[config.mk]
export PLATFORM = sky130hd
export DESIGN_NAME = nic_host_driver
export DESIGN_NICKNAME = d
export VERILOG_FILES = /design/src/rtl/nic_host_driver.sv
export SDC_FILE = /design/constraint.sdc
export NUM_CORES = 1
export LEC_CHECK = 0
export CORE_MARGIN = 5
export CORE_UTILIZATION = 41
export DETAILED_ROUTE_END_ITERATION = 8
export GPL_ROUTABILITY_DRIVEN = 0
export PLACE_DENSITY_LB_ADDON = 0.12
export SYNTH_ARGS = -nofsm -noshare
export SYNTH_HDL_FRONTEND = slang
export SYNTH_SLANG_ARGS = --single-unit
[constraint.sdc]
create_clock -name clk -period 2.24 [get_ports clk]
set_input_delay 0.448 -clock clk [delete_from_list [all_inputs] [get_ports clk]]
set_output_delay 0.448 -clock clk [all_outputs]
set_load 0.02 [all_outputs]
[src/rtl/nic_host_driver.sv]
// Host-side master for the NIC CPU port: polls status, moves one packet per tx/rx holding register.
// Optional statistics counters are built in when NIC_DRV_STATS_EN is defined.
module nic_host_driver #(
    parameter int PACKET_WIDTH = 64,
    parameter int POLL_GAP     = 0,
    parameter int STAT_WIDTH   = 16
) (
    input  logic                    clk,
    input  logic                    reset,
    input  logic                    tx_valid,
    output logic                    tx_ready,
    input  logic [PACKET_WIDTH-1:0] tx_data,
    output logic                    rx_valid,
    input  logic                    rx_ready,
    output logic [PACKET_WIDTH-1:0] rx_data,
    output logic [1:0]              nic_addr,
    output logic [PACKET_WIDTH-1:0] nic_d_in,
    input  logic [PACKET_WIDTH-1:0] nic_d_out,
    output logic                    nic_en,
    output logic                    nic_en_wr,
`ifdef NIC_DRV_STATS_EN
    output logic [STAT_WIDTH-1:0]   tx_count,
    output logic [STAT_WIDTH-1:0]   rx_count,
    output logic [STAT_WIDTH-1:0]   busy_count,
`endif
    output logic [2:0]              dbg_state
);

    typedef enum logic [2:0] {
        S_IDLE   = 3'd0,
        S_OS_RD  = 3'd1,
        S_OS_CHK = 3'd2,
        S_OB_WR  = 3'd3,
        S_IS_RD  = 3'd4,
        S_IS_CHK = 3'd5,
        S_IB_RD  = 3'd6,
        S_IB_CAP = 3'd7
    } state_t;

    state_t                  r_state;
    state_t                  w_next;
    logic                    r_tx_full;
    logic [PACKET_WIDTH-1:0] r_tx_reg;
    logic                    r_rx_full;
    logic [PACKET_WIDTH-1:0] r_rx_data;
    logic [7:0]              r_gap;
    logic                    r_last_tx;

    // Both channels: a transfer happens on a cycle where valid and ready are both high.
    assign tx_ready  = ~r_tx_full;
    assign rx_valid  = r_rx_full;
    assign rx_data   = r_rx_data;
    assign dbg_state = r_state;

    always_ff @(posedge clk) begin
        if (reset) begin
            r_state <= S_IDLE;
        end else begin
            r_state <= w_next;
        end
    end

    always_comb begin
        w_next = r_state;
        case (r_state)
            S_IDLE: begin
                if (r_gap == 8'd0) begin
                    // Round-robin when both channels want service.
                    if (r_tx_full && !r_rx_full) begin
                        w_next = r_last_tx ? S_IS_RD : S_OS_RD;
                    end else if (r_tx_full) begin
                        w_next = S_OS_RD;
                    end else if (!r_rx_full) begin
                        w_next = S_IS_RD;
                    end
                end
            end
            S_OS_RD:  w_next = S_OS_CHK;
            S_OS_CHK: w_next = nic_d_out[0] ? S_IDLE : S_OB_WR;
            S_OB_WR:  w_next = S_IDLE;
            S_IS_RD:  w_next = S_IS_CHK;
            S_IS_CHK: w_next = nic_d_out[0] ? S_IB_RD : S_IDLE;
            S_IB_RD:  w_next = S_IB_CAP;
            S_IB_CAP: w_next = S_IDLE;
            default:  w_next = S_IDLE;
        endcase
    end

    always_comb begin
        nic_en    = 1'b0;
        nic_en_wr = 1'b0;
        nic_addr  = 2'd0;
        nic_d_in  = '0;
        case (r_state)
            S_OS_RD: begin
                nic_en   = 1'b1;
                nic_addr = 2'd3;
            end
            S_OB_WR: begin
                nic_en    = 1'b1;
                nic_en_wr = 1'b1;
                nic_addr  = 2'd2;
                nic_d_in  = r_tx_reg;
            end
            S_IS_RD: begin
                nic_en   = 1'b1;
                nic_addr = 2'd1;
            end
            S_IB_RD: begin
                nic_en   = 1'b1;
                nic_addr = 2'd0;
            end
            default: begin
                nic_en = 1'b0;
            end
        endcase
    end

    always_ff @(posedge clk) begin
        if (reset) begin
            r_tx_full <= 1'b0;
            r_tx_reg  <= '0;
            r_rx_full <= 1'b0;
            r_rx_data <= '0;
            r_gap     <= 8'd0;
            r_last_tx <= 1'b0;
        end else begin
            if (tx_valid && !r_tx_full) begin
                r_tx_reg  <= tx_data;
                r_tx_full <= 1'b1;
            end
            if (r_rx_full && rx_ready) begin
                r_rx_full <= 1'b0;
            end
            case (r_state)
                S_IDLE: begin
                    if (r_gap != 8'd0) begin
                        r_gap <= r_gap - 8'd1;
                    end
                end
                S_OS_CHK: begin
                    if (nic_d_out[0]) begin
                        r_last_tx <= 1'b1;
                        r_gap     <= 8'(POLL_GAP);
                    end
                end
                S_OB_WR: begin
                    r_tx_full <= 1'b0;
                    r_last_tx <= 1'b1;
                end
                S_IS_CHK: begin
                    if (!nic_d_out[0]) begin
                        r_last_tx <= 1'b0;
                        r_gap     <= 8'(POLL_GAP);
                    end
                end
                S_IB_CAP: begin
                    r_rx_data <= nic_d_out;
                    r_rx_full <= 1'b1;
                    r_last_tx <= 1'b0;
                end
                default: begin
                end
            endcase
        end
    end

`ifdef NIC_DRV_STATS_EN
    logic [STAT_WIDTH-1:0] r_tx_count;
    logic [STAT_WIDTH-1:0] r_rx_count;
    logic [STAT_WIDTH-1:0] r_busy_count;

    assign tx_count   = r_tx_count;
    assign rx_count   = r_rx_count;
    assign busy_count = r_busy_count;

    always_ff @(posedge clk) begin
        if (reset) begin
            r_tx_count   <= '0;
            r_rx_count   <= '0;
            r_busy_count <= '0;
        end else begin
            if (r_state == S_OB_WR) begin
                r_tx_count <= r_tx_count + 1'b1;
            end
            if (r_state == S_IB_CAP) begin
                r_rx_count <= r_rx_count + 1'b1;
            end
            if (r_state == S_OS_CHK && nic_d_out[0]) begin
                r_busy_count <= r_busy_count + 1'b1;
            end
        end
    end
`endif

endmodule

==> impl_metrics.py <==
metrics = {
    "logic_synthesis": {
        "synthTopCellsByArea": "dfxtp_1, nand2_1, a21oi_1, and2_1, clkbuf_1",
        "synthTopCellsByCount": "nand2_1, dfxtp_1, a21oi_1, and2_1, clkbuf_1",
        "synth_top_area_cell": "dfxtp_1",
        "synth_ff_type": "dfxtp_1",
        "synthArstFlopShare": 0,
        "synth_area_per_cell_um2": 7.69,
        "synth-edff-count": 0,
        "yosysWarningCount": 0,
        "synth_cells": 721,
        "syn_area_mm2": 0.00554,
        "synth_seq_cells": 142,
        "syn-num-nets": 857,
        "synth.distinct_cells": 33,
        "yosysMostFrequentCell": "nand2_1",
        "seq_area_frac_synth": 0.513,
        "synth_top_area_share": 0.513,
    },
    "critical_path": {
        "cp_slowest_cell": "dfxtp_1",
        "path_cells": "nand2_1 -> nor2_4 -> buf_12 -> and2_1 -> clkdlybuf4s15_1",
        "crit_path_end_kind": "output pin",
        "crit_required_ns": 1.79,
        "max_stage_delay_ns": 0.32,
        "critPathKind": "flop to output pin",
        "path_delay_family": "buffers and inverters",
        "worst-endpoint-arrival_ns": 1.69,
        "cp_max_fo": 66,
        "start_kind": "flop",
        "path_buf_inv": 2,
    },
    "cts": {
        "cts_root_buffer": "clkbuf_16",
        "clkLatencyLatePin_ns": 0.40,
        "clockBufferDepth": 2,
        "cts.sinks": 142,
        "cts-buffers-inserted": 17,
        "clk_pin_slew_ns": 0.06,
        "cts_tree": "yes",
        "h-tree-depth": 4,
    },
    "routing": {
        "drt.antenna.violating_nets": 0,
        "drc_errors": 0,
        "wl_per_cell_um": 14.7,
        "drt-initial-drc-count": 276,
        "drt-pass1-iter-count": 4,
        "vias_per_cell": 4.73,
        "vias": 5472,
        "routed_wl_um": 17000,
    },
    "die": {
        "core_mm2": 0.0132,
        "dieArea_mm2": 0.0159,
        "die_w_um": 126,
        "die_y_um": 126,
        "start_util": 0.419,
        "top_level_ports": 269,
        "rows": 42,
    },
    "timing": {
        "max_slew_margin": 0.352,
        "hold_violations": 0,
        "tightest_slew_ns": 0.962,
        "slew_viol_final": 0,
        "tns_ns": 0,
        "hold_ws_ns": 0.448,
        "rsz0062_at_grt": "true",
        "timing.final.crit_period_ns": 2.14,
        "finalClockSkew_ns": 0.00493,
        "setup_viol": 0,
        "fmax_mhz": 467,
        "period_share": 0.955,
    },
    "final_layout": {
        "antenna_cells": 0,
        "nNetsFinal": 1106,
        "areaGrowthSynthToFinish_pct": 58.8,
        "drive_above_1_share": 0.0907,
        "fin_util": 0.664,
    },
    "outcome": {
        "status": "completed",
    },
    "grt": {
        "grt_usage": 0.207,
        "antenna_found_initial": 0,
        "grt.overflow.total": 0,
        "grt_pass1_wl_um": 26700,
        "grt_pass1_vias": 5257,
        "grt_max_degree": 67,
    },
    "pwr": {
        "power.density_mw_per_mm2": 783,
        "vdd_drop_max_mv": 0.506,
        "leakagePower_nw": 3.34,
    },
    "flow_run": {
        "max-cap-violations": 0,
    },
    "worst_hold_path": {
        "hp-class": "flop to flop",
    },
    "placement": {
        "port_buffers": 268,
        "dp_hpwl_um": 12000,
    },
}
what timing repair did:
| action | 4_1_cts | 5_1_grt |
|---|---|---|
| pin swaps | 0 | 0 |
| hold buffers | 0 | 0 |
| setup buffers | 0 | 0 |
| endpoints found under the hold margin | 0 | 0 |
| setup endpoints to repair | 68 | 64 |
| resized for setup | 68 | 101 |
layer usage:
layer | track usage | vias to the layer above | routed length [um]
li1 | - | 2817 | -
met3 | 0.107 | 22 | 1930
met2 | 0.332 | 200 | 7770
met4 | 0.0776 | 0 | 303
met1 | 0.236 | 2433 | 7010
met5 | 0 | - | 0
path summary, 6_finish.rpt:
check	start	end	slack, ns	cells after the start
worst max register to register	dbg_state[2]	r_gap[4]	0.34	4
worst min-delay path	r_tx_reg[0]	r_tx_reg[0]	0.45	2
worst max-delay path	dbg_state[1]	nic_d_in[51]	0.10	5
worst min register to register	r_tx_reg[0]	r_tx_reg[0]	0.45	2
worst register-to-register path: stages (launching register included):
cell     delay, ns
dfxtp_1       0.37
buf_4         0.22
inv_1         0.13
o41ai_2       0.91
nor2_1        0.12
logic make-up (layout without fill, tap and decap cells):
| group | Yosys count | after routing | synth area share |
|---|---|---|---|
| AND/OR/NAND/NOR | 363 | 363 | 0.287 |
| AO/OA/AOI/OAI | 149 | 149 | 0.141 |
| flip-flops | 142 | 142 | 0.513 |
| buffers and inverters | 58 | 318 | 0.0413 |
| adder cells (fa/ha/maj) | 4 | 4 | 0.00903 |
| multiplexers | 3 | 3 | 0.00542 |
| XOR/XNOR | 2 | 2 | 0.00316 |
power by group:
part	internal, mW	switching (mW)
Sequential	2.69	0.116
Clock	1.64	0.975
Combinational	0.716	0.751
Total	5.05	1.84
stage by stage:
step / cell area [um^2] / power, mW / std cells / worst slack [ns]
floorplan: 5540 / 3.76 / 721 / 0.188
global route: 8800 / 7.26 / 1157 / -0.0236
detailed placement: 8440 / 4.36 / 1127 / 0.185
global placement: 8440 / 4.35 / 1127 / 0.189
CTS: 8900 / 6.97 / 1157 / 0.0244
finish: 8800 / 6.89 / 1157 / 0.100
cell usage in the layout (no fill, tap or decap), drive strengths merged, types with 4 or more instances in the layout:
| cell | count |
|---|---|
| buf | 14 |
| dfxtp | 142 |
| ha | 4 |
| clkdlybuf4s50 | 199 |
| clkinv | 5 |
| clkdlybuf4s15 | 27 |
| nand2 | 262 |
| nor3 | 6 |
| inv | 7 |
| clkbuf | 59 |
| o21ai | 4 |
| and2 | 64 |
| nor2 | 17 |
| dlygate4sd2 | 4 |
| a21oi | 136 |
layout make-up:
class / instances / area, um^2
Fill cell: 1189 / 4440
Sequential cell: 142 / 2840
Timing Repair Buffer: 281 / 2660
Multi-Input combinational cell: 521 / 2500
Clock buffer: 22 / 454
Tap cell: 176 / 220
Clock inverter: 8 / 92.6
Inverter: 7 / 26.3
No activity file was read; power rests on OpenSTA's default activity.
